--- src/rtl/f1_race_ctrl.sv ---
// F1 start-light controller with reaction timer.
// Runs a five-light style sequence (eight lights here): lights come on one per
// tick, hold for a pseudo-random number of ticks, go out, then the driver's
// reaction time is measured in clk cycles. Early reaction is a jump start.
module f1_race_ctrl #(
    parameter logic [15:0] TICK_DIV = 16'd1000
) (
    input  logic        clk,
    input  logic        rst,
    input  logic        trigger,
    input  logic        react,
    output logic [7:0]  lights,
    output logic [15:0] react_time,
    output logic        time_valid,
    output logic        jump_start,
    output logic        busy
);

    typedef enum logic [2:0] {
        S_IDLE,
        S_LIGHTS,
        S_HOLD,
        S_GO,
        S_DONE
    } state_e;

    state_e      state_q, state_d;
    logic [15:0] tick_q, tick_d;
    logic [7:0]  lights_q, lights_d;
    logic [6:0]  hold_q, hold_d;
    logic [15:0] react_cnt_q, react_cnt_d;
    logic [15:0] react_time_q, react_time_d;
    logic        time_valid_q, time_valid_d;
    logic        jump_q, jump_d;
    logic [6:0]  lfsr_q, lfsr_d;
    logic        tick;

    assign tick = (tick_q == TICK_DIV - 16'd1);

    // Next-state and datapath updates for the light sequence and timer.
    always_comb begin
        // NOTE: every signal gets a default before the case so no path leaves it unassigned (no latch).
        state_d      = state_q;
        tick_d       = tick_q;
        lights_d     = lights_q;
        hold_d       = hold_q;
        react_cnt_d  = react_cnt_q;
        react_time_d = react_time_q;
        time_valid_d = 1'b0;
        jump_d       = jump_q;
        lfsr_d       = {lfsr_q[5:0], lfsr_q[6] ^ lfsr_q[2]};

        case (state_q)
            S_IDLE, S_DONE: begin
                // A start request beats a simultaneous button press here.
                if (trigger) begin
                    state_d     = S_LIGHTS;
                    tick_d      = 16'd0;
                    lights_d    = 8'h00;
                    jump_d      = 1'b0;
                    react_cnt_d = 16'd0;
                end
            end
            S_LIGHTS: begin
                if (react) begin
                    jump_d   = 1'b1;
                    lights_d = 8'h00;
                    state_d  = S_DONE;
                end else if (tick) begin
                    tick_d   = 16'd0;
                    lights_d = {lights_q[6:0], 1'b1};
                    if (lights_q == 8'h7F) begin
                        state_d = S_HOLD;
                        hold_d  = lfsr_q;
                    end
                end else begin
                    tick_d = tick_q + 16'd1;
                end
            end
            S_HOLD: begin
                // A press on the very tick that would release the lights is still early.
                if (react) begin
                    jump_d   = 1'b1;
                    lights_d = 8'h00;
                    state_d  = S_DONE;
                end else if (tick) begin
                    tick_d = 16'd0;
                    hold_d = hold_q - 7'd1;
                    if (hold_q == 7'd1) begin
                        state_d     = S_GO;
                        lights_d    = 8'h00;
                        react_cnt_d = 16'd0;
                    end
                end else begin
                    tick_d = tick_q + 16'd1;
                end
            end
            S_GO: begin
                if (react) begin
                    react_time_d = react_cnt_q;
                    time_valid_d = 1'b1;
                    state_d      = S_DONE;
                end else if (react_cnt_q != 16'hFFFF) begin
                    react_cnt_d = react_cnt_q + 16'd1;
                end
            end
            default: state_d = S_IDLE;
        endcase
    end

    // State register with synchronous reset taking priority over all inputs.
    always_ff @(posedge clk) begin
        // NOTE: sequential state uses non-blocking assignments so all flops update from pre-edge values.
        if (rst) begin
            state_q      <= S_IDLE;
            tick_q       <= 16'd0;
            lights_q     <= 8'h00;
            hold_q       <= 7'd0;
            react_cnt_q  <= 16'd0;
            react_time_q <= 16'd0;
            time_valid_q <= 1'b0;
            jump_q       <= 1'b0;
            lfsr_q       <= 7'h01;
        end else begin
            state_q      <= state_d;
            tick_q       <= tick_d;
            lights_q     <= lights_d;
            hold_q       <= hold_d;
            react_cnt_q  <= react_cnt_d;
            react_time_q <= react_time_d;
            time_valid_q <= time_valid_d;
            jump_q       <= jump_d;
            lfsr_q       <= lfsr_d;
        end
    end

    assign lights     = lights_q;
    assign react_time = react_time_q;
    assign time_valid = time_valid_q;
    assign jump_start = jump_q;
    assign busy       = (state_q == S_LIGHTS) || (state_q == S_HOLD) || (state_q == S_GO);

endmodule

--- config.mk ---
export PLATFORM = sky130hd
export DESIGN_NAME = f1_race_ctrl
export DESIGN_NICKNAME = d
export VERILOG_FILES = /design/src/rtl/f1_race_ctrl.sv
export SDC_FILE = /design/constraint.sdc
export NUM_CORES = 1
export LEC_CHECK = 0
export ABC_AREA = 1
export BUFFER_PORTS_ARGS = -buffer_cell sky130_fd_sc_hd__buf_4
export CAP_MARGIN = 10
export CORE_MARGIN = 10
export CORE_UTILIZATION = 67
export CTS_BUF_LIST = sky130_fd_sc_hd__clkbuf_8
export CTS_CLUSTER_DIAMETER = 120
export DETAILED_ROUTE_END_ITERATION = 10
export PLACE_DENSITY = 0.88
export SKIP_LAST_GASP = 1
export SYNTH_ARGS = -nofsm -noshare
export SYNTH_HDL_FRONTEND = slang
export SYNTH_SLANG_ARGS = --single-unit
--- constraint.sdc ---
create_clock -name clk -period 3 [get_ports clk]
set_clock_uncertainty 0.2 [all_clocks]
set_input_delay 0.6 -clock clk [delete_from_list [all_inputs] [get_ports clk]]
set_output_delay 0.6 -clock clk [all_outputs]
set_load 0.01 [all_outputs]
==> out/results.ini, run 1 <==
[status]
status=completed

[pwr]
vdd.ir_drop.worst_v=0.000434
comb_power_share=0.344
p_sw_mw=1.19
switching_share=0.406
p_per_area_mw_per_mm2=657
power.sequential.fraction=0.369
total_leakage_power_nw=1.82
internal-power_mw=1.74
clock_power_share=0.287
power_mw=2.93

[floorplan]
starting_density_of_the_core=0.683
count_of_boundary_i_o_pins=31
placeableCoreArea_mm2=0.00589
chipHeight_um=97.4
fp-row-count=28
die_x_um=97.4
area_of_the_die_mm2=0.00949

[clock_tree]
post_cts.resized_instances=0
hold_buffers=0
ctsHtreeMaxLevel=3
cts_root_buf=sky130_fd_sc_hd__clkbuf_8
cts_num_sinks=75
clk-insertion-delay-late_ps=360
cts_max_path_buffers=2
path_clk_slew_ps=70
numCtsBuffers=9
tritoncts=yes
cts.repair_timing.setup_buffer_count=0

[layout]
final_layout_size_suffix_gt1_frac=0.0924
layout.cells.most_common=sky130_fd_sc_hd__nand2_1
layout.filler_cells=494
mostFrequentLayoutCells=sky130_fd_sc_hd__nand2_1, sky130_fd_sc_hd__nor2_1, sky130_fd_sc_hd__dfxtp_1
syn2layout_area_growth_pct=11.1
nets=674
insertedDiodeCount=0

[grt]
first_global_vias=3869
grt_max_degree=52
groute.usage.overall=0.213
grt_pass1_wl_um=17500
grt.overflow.total=0
antenna_found_initial=0

[yosys]
synth.yosys.warnings=0
synth_cell_types=31
synth_sequential_area_ratio=0.374
ys_seq_elements=75
synthesis.instances=641
synthesis.area_mm2=0.00402
post_synth_net_total=649
postSynthAreaPerCell_um2=6.27

[timing]
achievable-frequency_mhz=431
setup_viol=0
post-route-min-period_ps=2320
fin_tns_setup_ps=0
timing_max_transition_violations_final=0
fin_ws_ps=679
post-route-period-util=0.774
timing_worst_slew_pin_value_ps=559
setup_repair_after_global_routing_missed_its_margin=no
final-hold-violation-count=0
slew_headroom=0.626

[detailed_routing]
routed-via-count=4214
first_pass_iters=8
drt_iter0_drc=367
wl_per_cell_um=13.6
drc=0
route.final.wire_length_um=10200
drtAntennaViolNets=0
viasPerCell=5.65

[place]
gp_congestion=0.919
detailedPlace.worstSlack_ps=469
dp_hpwl_um=7010
port-buffer-count=30

[worst_setup_path]
critPathMaxFanout=12
timing.setup.critical_path_class=register to register
worst_ep_required_time_ps=3060
cp_data_arrival_time_ps=2380
end_kind=register
critical_path.startpoint_type=register

[job]
maxCapViolCount=0

[worst_hold_path]
hold_path_class=register to register

==> critical path, cell delays in order (launching register included) <==
cell,delay (ps)
sky130_fd_sc_hd__dfxtp_1,460
sky130_fd_sc_hd__inv_1,90
sky130_fd_sc_hd__nand3_2,230
sky130_fd_sc_hd__inv_1,220
sky130_fd_sc_hd__nand2_1,130
sky130_fd_sc_hd__nand3_1,370
sky130_fd_sc_hd__nand2_1,310
sky130_fd_sc_hd__nand2_1,80
sky130_fd_sc_hd__nand2_1,80
sky130_fd_sc_hd__inv_1,40
==> Yosys cell counts <==
cell type,count,share of area
sky130_fd_sc_hd__nand2_1,192,0.18
sky130_fd_sc_hd__nor2_1,108,0.10
sky130_fd_sc_hd__dfxtp_1,75,0.37
sky130_fd_sc_hd__inv_1,63,0.059
sky130_fd_sc_hd__nand3_1,57,0.071
sky130_fd_sc_hd__a21oi_1,54,0.067
sky130_fd_sc_hd__o21ai_0,16,0.020
sky130_fd_sc_hd__nand4_1,13,0.020
sky130_fd_sc_hd__clkbuf_1,12,0.011
sky130_fd_sc_hd__nor3_1,10,0.012
sky130_fd_sc_hd__xor2_1,5,0.011
sky130_fd_sc_hd__ha_1,4,0.012
sky130_fd_sc_hd__buf_2,3,0.0037
sky130_fd_sc_hd__buf_6,3,0.0084
sky130_fd_sc_hd__inv_2,3,0.0028
sky130_fd_sc_hd__nor2_2,3,0.0047
sky130_fd_sc_hd__o21bai_1,3,0.0056
sky130_fd_sc_hd__a21oi_2,2,0.0044
sky130_fd_sc_hd__nand3_2,2,0.0050
sky130_fd_sc_hd__xnor2_1,2,0.0044
sky130_fd_sc_hd__a31oi_1,1,0.0016
sky130_fd_sc_hd__and2_0,1,0.0016
sky130_fd_sc_hd__buf_4,1,0.0019
sky130_fd_sc_hd__clkinv_1,1,0.00093
sky130_fd_sc_hd__nand2_2,1,0.0016
sky130_fd_sc_hd__nand2_4,1,0.0028
sky130_fd_sc_hd__nand3_4,1,0.0044
sky130_fd_sc_hd__nor2_4,1,0.0028
sky130_fd_sc_hd__nor3b_1,1,0.0019
sky130_fd_sc_hd__o22ai_1,1,0.0016
sky130_fd_sc_hd__o31ai_1,1,0.0019
==> state kept, by name, indices dropped and copies added, names as in the netlist <==
signal,cells
react_cnt_q,16
react_time,16
tick_q,16
lights,8
hold_q,7
lfsr_q,7
state_q,3
jump_start,1
time_valid,1
==> power by group through the flow <==
stage | Clock, mW | Combinational (mW) | Sequential, mW
2_1_floorplan | 0 | 0.808 | 1.10
3_3_place_gp | 0 | 0.951 | 1.10
3_5_place_dp | 0 | 0.977 | 1.11
4_1_cts | 0.842 | 0.990 | 1.08
5_1_grt | 0.878 | 1.12 | 1.09
6_report | 0.841 | 1.01 | 1.08
==> layout make-up <==
| class | count | area [µm²] | area share |
|---|---|---|---|
| multi-input combinational | 480 | 2160 | 0.484 |
| sequential | 75 | 1500 | 0.336 |
| inverter | 67 | 251 | 0.0563 |
| timing repair buffer | 33 | 248 | 0.0555 |
| clock buffer | 9 | 124 | 0.0277 |
| tap | 75 | 93.8 | 0.0210 |
| clock inverter | 7 | 83.8 | 0.0188 |
==> final timing paths <==
path	start	end	slack, ps	cells after the start
worst max register to register	state_q[0]$_SDFFE_PP0P_	react_cnt_q[11]$_SDFFE_PP0P_	680	9
worst min register to register	lfsr_q[0]$_SDFF_PP1_	lfsr_q[1]$_SDFF_PP0_	230	2
worst min-delay path	lfsr_q[0]$_SDFF_PP1_	lfsr_q[1]$_SDFF_PP0_	230	2
worst max-delay path	state_q[0]$_SDFFE_PP0P_	react_cnt_q[11]$_SDFFE_PP0P_	680	9
==> metal layers <==
| metal | track usage | up-vias | wire (µm) |
|---|---|---|---|
| li1 | - | 2091 | - |
| met1 | 0.262 | 1917 | 4260 |
| met2 | 0.343 | 174 | 4820 |
| met3 | 0.0391 | 32 | 780 |
| met4 | 0.115 | 0 | 297 |
| met5 | 0 | - | 0 |
==> logic make-up after synthesis <==
| group | count (synthesis) | synth area share |
|---|---|---|
| buffers and inverters | 86 | 0.0878 |
| xor gates and xnor gates | 7 | 0.0153 |
| and+or+nand+nor | 391 | 0.409 |
| DFF | 75 | 0.374 |
| adders and majority gates | 4 | 0.0125 |
| AOI/OAI and AO/OA | 78 | 0.102 |
==> stage by stage <==
step	cell area, µm²	cells	util	hold WS [ps]
after floorplan	4020	641	-	203
after global routing	4470	746	0.759	251
after CTS	4470	746	0.759	226
final	4470	746	0.759	226
after detailed placement	4260	730	0.723	217
after global placement	4260	730	0.723	207
No activity file was read; power rests on OpenSTA's default activity.
==> run 2: changes to the inputs <==
--- a/config.mk
+++ b/config.mk
@@ -5,15 +5,15 @@
 export SDC_FILE = /design/constraint.sdc
 export NUM_CORES = 1
 export LEC_CHECK = 0
-export ABC_AREA = 1
+export ABC_AREA = 0
 export BUFFER_PORTS_ARGS = -buffer_cell sky130_fd_sc_hd__buf_4
 export CAP_MARGIN = 10
 export CORE_MARGIN = 10
-export CORE_UTILIZATION = 67
+export CORE_UTILIZATION = 56
 export CTS_BUF_LIST = sky130_fd_sc_hd__clkbuf_8
 export CTS_CLUSTER_DIAMETER = 120
 export DETAILED_ROUTE_END_ITERATION = 10
-export PLACE_DENSITY = 0.88
+export PLACE_DENSITY = 0.79
 export SKIP_LAST_GASP = 1
 export SYNTH_ARGS = -nofsm -noshare
 export SYNTH_HDL_FRONTEND = slang
==> constraint.sdc (replaced) <==
create_clock -name clk -period 1.9 [get_ports clk]
set_clock_uncertainty 0.2 [all_clocks]
set_input_delay 0.38 -clock clk [delete_from_list [all_inputs] [get_ports clk]]
set_output_delay 0.38 -clock clk [all_outputs]
set_load 0.01 [all_outputs]
==> out/results.ini, run 2 <==
[status]
status=finished, violations left
violations=negative setup slack

[detailed_routing]
route.final.wire_length_um=11700
drtAntennaViolNets=0
routed-via-count=3836
first_pass_iters=5
drc=0
viasPerCell=6.08
drt_iter0_drc=292
wl_per_cell_um=18.5

[layout]
layout.filler_cells=364
layout.cells.most_common=sky130_fd_sc_hd__buf_4
final_layout_size_suffix_gt1_frac=0.401
mostFrequentLayoutCells=sky130_fd_sc_hd__buf_4, sky130_fd_sc_hd__nand2_1, sky130_fd_sc_hd__dfxtp_1
post-route-cell-area_mm2=0.00520
syn2layout_area_growth_pct=45.0
multi_input_comb_area_mm2=0.00229
final_core_util=0.828
nets=557
insertedDiodeCount=0
seqCellArea_mm2=0.00152

[timing]
timing_worst_slew_pin_value_ps=587
setup_repair_after_global_routing_missed_its_margin=yes
setup_viol=41
slew_headroom=0.608
achievable-frequency_mhz=474
fin_ws_ps=-210
post-route-min-period_ps=2110
post-route-period-util=1.11
fin_tns_setup_ps=-2500
timing_max_transition_violations_final=0
final-hold-violation-count=0

[yosys]
yosys-mux-area-fraction=0.0311
synth-compound-area-share=0.166
synth_top_area_frac=0.419
synthSimpleGateAreaFrac=0.286
synth_enable_flop_cells=0
synth_cell_types=57
synth_common_cells=sky130_fd_sc_hd__dfxtp_1, sky130_fd_sc_hd__nand2_1, sky130_fd_sc_hd__a21oi_1
synth.yosys.warnings=0
yosys.area.top_type=sky130_fd_sc_hd__dfxtp_1
post-synth-top-count-cell=sky130_fd_sc_hd__dfxtp_1
synthesis.area_mm2=0.00358
synth.top_cells.by_area=sky130_fd_sc_hd__dfxtp_1, sky130_fd_sc_hd__nand2_1, sky130_fd_sc_hd__a21oi_1
xor_xnor_fraction_of_synth_area=0.0366
synth-adder-area-share=0.0168
synth_sequential_area_ratio=0.419
synth_top_family_by_area=simple AND/OR/NAND/NOR gates
synth-async-reset-ratio=0
post_synth_net_total=444
ys_dominant_reg_cell=sky130_fd_sc_hd__dfxtp_1
ys_seq_elements=75
synthesis.instances=436
postSynthAreaPerCell_um2=8.22

[place]
dpl_cell_area_mm2=0.00448
gp_congestion=0.873
port-buffer-count=30
dp_hpwl_um=6630

[clock_tree]
hold_buffers=0
cts_root_buf=sky130_fd_sc_hd__clkbuf_8
path_clk_slew_ps=80
cts_max_path_buffers=2
numCtsBuffers=9
tritoncts=yes
ctsHtreeMaxLevel=3
clk-insertion-delay-late_ps=360
cts_num_sinks=75

[worst_setup_path]
ff2ff_setup_slack_ps=-210
r2r.worst_path.cells=6
critPathMaxFanout=3
timing.setup.critical_path_class=register to register
cp_data_arrival_time_ps=2200
end_kind=register
critical_path.startpoint_type=register
worst_ep_required_time_ps=1990

[floorplan]
starting_density_of_the_core=0.571
placeableCoreArea_mm2=0.00628
area_of_the_die_mm2=0.0100
fp-row-count=29
chipHeight_um=100
count_of_boundary_i_o_pins=31
die_x_um=100

[pwr]
vdd.ir_drop.worst_v=0.000497
total_leakage_power_nw=2.07
power_mw=3.80
p_per_area_mw_per_mm2=730

[grt]
antenna_found_initial=0
top_usage_layer=met2
groute.layer.met2.usage=0.360
grt.overflow.total=0
m1_gr_usage=0.220
grt_pass1_wl_um=16800
groute.usage.overall=0.202
grt_max_degree=50
first_global_vias=3547
gr-usage-met3=0.0398

[worst_hold_path]
hold_path_class=input port to register
worst_hold_path.num_cells=2

[job]
maxCapViolCount=0

==> run 2: cell types whose count changed after synthesis, moves of 6 or more <==
| cell | delta |
|---|---|
| sky130_fd_sc_hd__mux2i_1 | +10 |
| sky130_fd_sc_hd__nand3_1 | -44 |
| sky130_fd_sc_hd__inv_1 | -57 |
| sky130_fd_sc_hd__nor4_1 | +6 |
| sky130_fd_sc_hd__xnor2_1 | +10 |
| sky130_fd_sc_hd__clkbuf_1 | +7 |
| sky130_fd_sc_hd__nor2_1 | -70 |
| sky130_fd_sc_hd__a311oi_1 | +10 |
| sky130_fd_sc_hd__nor2b_1 | +7 |
| sky130_fd_sc_hd__a21oi_1 | -14 |
| sky130_fd_sc_hd__and3_1 | +6 |
| sky130_fd_sc_hd__nand2_1 | -120 |
==> run 2: power breakdown <==
group / switching (mW) / internal, mW
registers: 0.0291 / 1.60
clock network: 0.611 / 0.726
logic: 0.437 / 0.392
==> run 2: routing by layer <==
| metal | part of all wire | vias up |
|---|---|---|
| li1 | - | 1779 |
| met2 | 0.53 | 143 |
| met4 | 0.038 | 0 |
| met1 | 0.39 | 1862 |
| met3 | 0.047 | 52 |
| met5 | 0 | - |
==> run 2: metrics by stage <==
step                      instances  setup slack [ps]  hold slack (ps)
after global placement          593              -124              244
after detailed placement        593              -157              247
after CTS                       618              -131             37.4
after floorplan                 436              -103              228
final                           631              -210             44.6
after global routing            631              -298             48.7
==> run 2: layout make-up <==
type | count | area share
Clock buffer | 9 | 0.0238
Clock inverter | 7 | 0.0161
Inverter | 6 | 0.00433
Multi-Input combinational cell | 326 | 0.441
Sequential cell | 75 | 0.293
Tap cell | 77 | 0.0185
Timing Repair Buffer | 131 | 0.203
==> run 2: worst max-delay path, stage by stage, from the launching register on <==
cell                      delay [ps]
sky130_fd_sc_hd__dfxtp_1         380
sky130_fd_sc_hd__buf_4           140
sky130_fd_sc_hd__and2_4          140
sky130_fd_sc_hd__nand4_1         140
sky130_fd_sc_hd__or3_4           420
sky130_fd_sc_hd__or4_1           450
sky130_fd_sc_hd__a21oi_1         160
==> run 2: logic make-up after synthesis <==
logic type	Yosys count
AO/OA/AOI/OAI	94
buffers and inverters	36
flip-flops	75
adder cells (fa/ha/maj)	5
AND/OR/NAND/NOR	200
XOR/XNOR	15
multiplexers	11
==> run 2: timing repair <==
action                     4_1_cts  5_1_grt
cloned                           2        0
setup endpoints to repair       37       66
resized for setup               39       48
buffers inserted                 7       16
pin swaps                       15       28
==> run 2: path summary, 6_finish.rpt <==
kind                                                  start                          end
worst max-delay path                 tick_q[9]$_SDFFE_PP0P_      tick_q[14]$_SDFFE_PP0P_
worst max register to register       tick_q[9]$_SDFFE_PP0P_      tick_q[14]$_SDFFE_PP0P_
worst min-delay path                                    rst       tick_q[8]$_SDFFE_PP0P_
worst min register to register  react_time[11]$_SDFFE_PP0P_  react_time[11]$_SDFFE_PP0P_
